**config.mk**
```make
export PLATFORM = sky130hd
export DESIGN_NAME = spram_arbiter
export DESIGN_NICKNAME = d
export VERILOG_FILES = /design/src/rtl/spram_arbiter.sv
export SDC_FILE = /design/constraint.sdc
export NUM_CORES = 1
export LEC_CHECK = 0
export ABC_AREA = 1
export CORE_AREA = 2 2 57 70
export DETAILED_ROUTE_END_ITERATION = 12
export DIE_AREA = 0 0 59 72
export MAX_ROUTING_LAYER = met4
export PLACE_DENSITY = 0.87
export SETUP_SLACK_MARGIN = 0.05
export SLEW_MARGIN = 40
export SYNTH_ARGS = -nofsm -noshare
export SYNTH_HDL_FRONTEND = slang
export SYNTH_SLANG_ARGS = --single-unit
```
**constraint.sdc**
```tcl
create_clock -name clk -period 1.6 [get_ports clk]
set_input_delay 0.32 -clock clk [delete_from_list [all_inputs] [get_ports clk]]
set_output_delay 0.32 -clock clk [all_outputs]
set_load 0.005 [all_outputs]
```
**src/rtl/spram_arbiter.sv**
```systemverilog
// Two-requester arbiter in front of a single-port synchronous RAM (1-cycle registered read).
// Optional macro SPRAM_ARB_RR_EN selects round-robin on contested cycles; default is fixed A priority.
module spram_arbiter #(
    parameter int ADDR_WIDTH = 10,
    parameter int DATA_WIDTH = 16
) (
    input  logic                  clk,
    input  logic                  rst,
    input  logic                  a_req,
    input  logic                  a_we,
    input  logic [ADDR_WIDTH-1:0] a_addr,
    input  logic [DATA_WIDTH-1:0] a_wdata,
    output logic                  a_ack,
    output logic                  a_rvalid,
    output logic [DATA_WIDTH-1:0] a_rdata,
    input  logic                  b_req,
    input  logic                  b_we,
    input  logic [ADDR_WIDTH-1:0] b_addr,
    input  logic [DATA_WIDTH-1:0] b_wdata,
    output logic                  b_ack,
    output logic                  b_rvalid,
    output logic [DATA_WIDTH-1:0] b_rdata,
    output logic [ADDR_WIDTH-1:0] ram_addr,
    output logic [DATA_WIDTH-1:0] ram_din,
    input  logic [DATA_WIDTH-1:0] ram_dout,
    output logic                  ram_we,
    output logic                  ram_re
);

    logic last_b_q, last_b_d;
    logic rd_a_q, rd_a_d;
    logic rd_b_q, rd_b_d;
    logic contested, grant_a, grant_b;

    always_comb begin
        contested = a_req && b_req;
`ifdef SPRAM_ARB_RR_EN
        grant_a = a_req && (!b_req || last_b_q);
`else
        grant_a = a_req;
`endif
        grant_b = b_req && !grant_a;
        // Reset suppresses every grant so no RAM access can start while rst is high.
        if (rst) begin
            grant_a = 1'b0;
            grant_b = 1'b0;
        end

        a_ack    = grant_a;
        b_ack    = grant_b;
        ram_addr = a_addr;
        ram_din  = a_wdata;
        ram_we   = 1'b0;
        ram_re   = 1'b0;
        if (grant_a) begin
            ram_we = a_we;
            ram_re = !a_we;
        end else if (grant_b) begin
            ram_addr = b_addr;
            ram_din  = b_wdata;
            ram_we   = b_we;
            ram_re   = !b_we;
        end

        last_b_d = last_b_q;
        if (contested) begin
            last_b_d = grant_b;
        end
        rd_a_d = grant_a && !a_we;
        rd_b_d = grant_b && !b_we;
    end

    always_ff @(posedge clk or posedge rst) begin
        if (rst) begin
            last_b_q <= 1'b1;
            rd_a_q   <= 1'b0;
            rd_b_q   <= 1'b0;
        end else begin
            last_b_q <= last_b_d;
            rd_a_q   <= rd_a_d;
            rd_b_q   <= rd_b_d;
        end
    end

    assign a_rvalid = rd_a_q;
    assign b_rvalid = rd_b_q;
    assign a_rdata  = ram_dout;
    assign b_rdata  = ram_dout;

endmodule

```
==> impl_metrics.json, run 1 <==
{
  "cts.sinks": 2,
  "detail_route.first_pass.iterations": 4,
  "fill_cells": 377,
  "floorplan.die.height_um": 72,
  "routedWlPerCell_um": 12.76,
  "fin_crit_sh": 0.9200,
  "netlist.top_cell.by_area": "buf_4",
  "cellLeakagePower_nw": 0.8893,
  "detail_route.drc_violations": 0,
  "seq_area_frac_synth": 0.06240,
  "insertedDiodeCount": 0,
  "worst_ep_arrival_time_ns": 1.15,
  "hp-class": "input pin to async pin",
  "placed_cells_incl_taps": 237,
  "setup-violations-final": 0,
  "grt_util_all_layers": 0.1574,
  "tightest_slew_ns": 0.1859,
  "synth-seq-cells": 2,
  "timing.critical_path.from_type": "input pin",
  "synth.net_count": 213,
  "synth_compound_area_frac": 0,
  "yosys.area_share.simple": 0.5086,
  "run_status": "finished, final reports clean",
  "dieArea_sq_um": 4248,
  "achievable-frequency_mhz": 679.3,
  "post-route-min-period_ns": 1.472,
  "combinational_family_with_the_most_area_after_synthesis": "simple AND/OR/NAND/NOR gates",
  "via_count": 1164,
  "grt_max_degree": 13,
  "port_buffers": 89,
  "synthMuxAreaShare": 0,
  "core_region_area_sq_um": 3543,
  "timing.setup.critical_path_class": "input pin to output port",
  "layoutNonFillerInstCount": 253,
  "timing.critical_path.to_type": "output port",
  "ctsHoldBuffers": 0,
  "place.gp.congestion": 0.7772,
  "first_global_vias": 1172,
  "power_per_cell_area_nw_per_um2": 381.4,
  "antenna_found_initial": 0,
  "rsz0062_at_grt": "no",
  "synth_largest_type_area_fraction": 0.3183,
  "hold_violations": 0,
  "synthTopCellsByArea": "buf_4, nand2_1, nand4_1",
  "tritoncts_clock_tree": "built",
  "drt.antenna.violating_nets": 0,
  "detailed_route_vias_per_instance": 4.601,
  "finish.net_count": 290,
  "power_w": 0.0006405,
  "yosys.area_share.xor_xnor": 0,
  "synth-adder-area-share": 0,
  "post_syn_area_sq_um": 802.0,
  "avgSynthCellArea_sq_um": 5.770,
  "cts_made_buffers": 3,
  "finalWirelength_um": 3228,
  "timing.critical_path.fanout_max": 8,
  "h-tree-depth": 1,
  "cts.path.max_buffers": 2,
  "max_slew_margin": 0.8761,
  "drt-initial-drc-count": 30,
  "critical_path_required_ns": 1.28,
  "area_delta_synth_final_pct": 109.4,
  "cts.root.buffer_cell": "clkbuf_8",
  "max_cap_viols": 0,
  "timing_max_transition_violations_final": 0,
  "design_area_sq_um": 1679,
  "startpoint": "b_req",
  "dpl-instance-area_sq_um": 1555,
  "overflow": 0,
  "pin_count": 138,
  "netlist_instances": 139,
  "clkSlewWorstSetupHoldPaths_ns": 0.03,
  "synth-warning-count": 0,
  "fp.dieW_um": 59,
  "ir_drop_uv": 279.2,
  "grt_pass1_wl_um": 5154,
  "place_hpwl_um": 2350,
  "fraction_of_layout_cells_with_a_size_suffix_above_1": 0.2897,
  "initial_utilization": 0.2263,
  "row_count": 24,
  "synth_cell_types": 11
}
## final cells by class
type	instances	area, sq um	share of cell area
clock buffers	3	41.29	0.02459
inverters	8	35.03	0.02086
multi-input cells	87	427.9	0.2548
flip-flops and latches	2	50.05	0.02981
well taps	39	48.80	0.02906
repair buffers	114	1076	0.6408
## worst max-delay path: stages
cell,delay [ns]
buf_2,0.19
nand3_4,0.14
buf_8,0.16
nand2_1,0.05
nand2_1,0.04
dlygate4sd2_1,0.25
## report_power, final
part	internal, W	switching, W
Sequential	0.0000526	0.000000397
Combinational	0.000251	0.000140
Clock	0.000159	0.0000379
## flip-flops by register name (all words and copies together) (netlist names)
signal / flops
a_rvalid: 1
b_rvalid: 1
## routing by layer
metal,global-route usage,routed length [um]
met3,0.03209,231
met5,-,0
met2,0.2679,1680
met4,0.09596,129
met1,0.1629,1186
## synth_stat cells
cell type	n
inv_1	6
dfrtp_1	2
nor2_1	2
nand3_4	1
buf_6	3
buf_2	5
nand3_1	2
nand2_1	56
nand4_1	26
buf_4	34
inv_2	2
## timing repair
| action | 4_1_cts | 5_1_grt |
|---|---|---|
| setup buffers | 12 | 1 |
| setup endpoints to repair | 30 | 27 |
| cloned | 1 | 1 |
| resized for setup | 120 | 12 |
| pin swaps | 1 | 2 |
## through the flow
step / setup TNS [ns] / util / hold slack, ns / setup WS, ns
floorplan: 0 / - / 0.2896 / 0.4379
global route: 0 / 0.4739 / 0.4404 / 0.05999
global placement: -16.65 / 0.4389 / 0.6401 / -0.6037
CTS: 0 / 0.4650 / 0.5264 / 0.02635
finish: 0 / 0.4739 / 0.4249 / 0.1279
detailed placement: -18.17 / 0.4389 / 0.6401 / -0.6569
## path summary, 6_finish.rpt
path,end,depth (start not counted)
worst max-delay path,ram_din[8],6
worst min-delay path,a_rvalid,6
max in group asynchronous,b_rvalid,6
min in group clk,a_rvalid,5
## layout by cell type (no fill, tap or decap), drive strengths merged
cell / instances
clkdlybuf4s50: 54
inv: 8
nand2: 56
nor2: 2
dlymetal6s2s: 1
nand4: 26
clkbuf: 6
nand3: 3
dfrtp: 2
dlygate4sd2: 5
buf: 47
clkdlybuf4s15: 4
## cell families (layout without fill, tap and decap cells)
logic type / Yosys count / count (layout)
and+or+nand+nor: 87 / 87
buffers and inverters: 50 / 125
DFF: 2 / 2
Power figures use the tool's default switching activity.
==> run 2, diff against run 1 <==
Settings changed: CORE_AREA 2 2 57 70 to 2 2 63 65, DIE_AREA 0 0 59 72 to 0 0 65 67, PLACE_DENSITY 0.87 to 0.85, SKIP_LAST_GASP set to 1.
Clock period 1.6 ns to 1.8 ns, I/O delays scaled along.
==> impl_metrics.json, run 2 (synthesized netlist as in run 1, its figures left out) <==
{
  "ir_drop_uv": 162.6,
  "cts.root.buffer_cell": "clkbuf_8",
  "cp-endpoint": "ram_din[8]",
  "cts.path.max_buffers": 2,
  "detailed_route_vias_per_instance": 4.377,
  "startpoint": "b_req",
  "detail_route.first_pass.iterations": 4,
  "setup-violations-final": 0,
  "totalNegativeSetupSlack_ns": 0,
  "fin_crit_sh": 0.9711,
  "place_hpwl_um": 2254,
  "initial_utilization": 0.2224,
  "pin_count": 138,
  "clkSlewWorstSetupHoldPaths_ns": 0.03,
  "floorplan.die.height_um": 67,
  "detail_route.drc_violations": 0,
  "overflow": 0,
  "fraction_of_layout_cells_with_a_size_suffix_above_1": 0.2028,
  "fp.dieW_um": 65,
  "grt_pass1_wl_um": 5195,
  "critical_path_required_ns": 1.44,
  "place.gp.congestion": 0.7025,
  "tritoncts_clock_tree": "built",
  "row_count": 22,
  "ctsHoldBuffers": 0,
  "run_status": "finished, final reports clean",
  "crit_path_cell_chain": "buf_2, buf_12, buf_4, buf_4, buf_12, nand4_1, nand2_1, clkdlybuf4s15_1",
  "port_buffers": 89,
  "timing_max_transition_violations_final": 0,
  "routedWlPerCell_um": 12.31,
  "mostFrequentLayoutCells": "nand2_1, clkdlybuf4s50_1, nand4_1",
  "max_cap_viols": 0,
  "slowest_stage": "clkdlybuf4s15_1",
  "hold_violations": 0,
  "achievable-frequency_mhz": 572.1,
  "fill_cells": 347,
  "timing.critical_path.depth": 8,
  "timing.critical_path.fanout_max": 7,
  "timing.critical_path.to_type": "output port",
  "dieArea_sq_um": 4355,
  "hold-worst-slack_ns": 0.2767,
  "cts.sinks": 2,
  "finalWirelength_um": 3262,
  "grt_max_degree": 15,
  "hp-class": "input pin to async pin",
  "h-tree-depth": 1,
  "timing.setup.critical_path_class": "input pin to output port",
  "timing.critical_path.slowest_cell_delay_ns": 0.22,
  "max_slew_margin": 0.8891,
  "worst_ep_arrival_time_ns": 1.39,
  "grt_util_all_layers": 0.1566,
  "insertedDiodeCount": 0,
  "rsz0062_at_grt": "yes",
  "area_delta_synth_final_pct": 132.4,
  "via_count": 1160,
  "timing.critical_path.from_type": "input pin",
  "post-route-min-period_ns": 1.748,
  "drt.antenna.violating_nets": 0,
  "tightest_slew_ns": 0.1657,
  "core_region_area_sq_um": 3606,
  "critical_path.top_delay_family": "buffers and inverters",
  "cts_made_buffers": 3,
  "first_global_vias": 1160,
  "finish.net_count": 293,
  "antenna_found_initial": 0,
  "power_per_cell_area_nw_per_um2": 329.1,
  "cp_num_buf_inv": 6,
  "cellLeakagePower_nw": 0.9404,
  "drt-initial-drc-count": 19
}
-- run 2: changes by cell type in the layout (fill, tap and decap cells not counted), moves of 2 or more --
cell	previous run	this run
buf_2	23	2
buf_16	1	3
clkdlybuf4s15_1	3	16
clkbuf_2	2	5
nand2_2	2	0
clkdlybuf4s50_1	54	56
buf_12	4	9
dlygate4sd2_1	5	9
buf_4	10	14
nand2_1	54	56
buf_6	8	1
-- run 2: power by group --
group | internal [W] | total, W | switching, W | leakage [nW]
Combinational | 0.000262 | 0.000391 | 0.000129 | 0.892
Clock | 0.000141 | 0.000176 | 0.0000343 | 0.0216
Sequential | 0.0000468 | 0.0000471 | 0.000000321 | 0.0272
Total | 0.000450 | 0.000614 | 0.000164 | 0.940
-- run 2: timing repair --
item	4_1_cts	5_1_grt
resized for setup	56	20
hold endpoints to repair	0	0
setup endpoints to repair	30	22
setup buffers	13	0
cloned	4	0
pin swaps	2	1
-- run 2: cell type report --
| cell class | count | area, sq um | area share |
|---|---|---|---|
| Clock buffer | 3 | 41.29 | 0.02215 |
| Timing Repair Buffer | 117 | 1257 | 0.6745 |
| Tap cell | 48 | 60.06 | 0.03221 |
| Sequential cell | 2 | 50.05 | 0.02685 |
| Inverter | 8 | 35.03 | 0.01879 |
| Multi-Input combinational cell | 87 | 420.4 | 0.2255 |
-- run 2: tightest hold or removal path: cells and delay by family --
| kind | cells | cell delay (ns) |
|---|---|---|
| buf+inv | 4 | 0.45 |
-- run 2: per-layer routing --
metal | vias to the layer above | wire [um] | global-route usage
li1 | 585 | - | -
met5 | - | 0 | -
met4 | 0 | 68 | 0.07181
met1 | 509 | 1207 | 0.1596
met2 | 56 | 1671 | 0.2912
met3 | 10 | 315 | 0.02872
-- run 2: worst min-delay path by stage --
| stage | start | end | slack, ns | cells after the start |
|---|---|---|---|---|
| finish | rst | a_rvalid | 0.28 | 4 |
| CTS | rst | a_rvalid | 0.27 | 4 |
| global placement | ram_dout[3] | a_rdata[3] | 0.72 | 0 |
| detailed placement | ram_dout[3] | a_rdata[3] | 0.72 | 0 |
| floorplan | rst | a_rvalid | 0.33 | 2 |
| global route | rst | b_rvalid | 0.28 | 4 |
-- run 2: stage by stage --
stage / util / cell area [sq um] / power [W] / worst slack [ns] / instances
5_1_grt: 0.5170 / 1864 / 0.0006626 / 0.02652 / 265
4_1_cts: 0.5177 / 1867 / 0.0006200 / 0.004773 / 265
3_5_place_dp: 0.4448 / 1604 / 0.0004064 / -0.4305 / 246
2_1_floorplan: - / 802.0 / 0.0002020 / 0.5579 / 139
3_3_place_gp: 0.4448 / 1604 / 0.0004020 / -0.4137 / 246
6_report: 0.5170 / 1864 / 0.0006135 / 0.05200 / 265
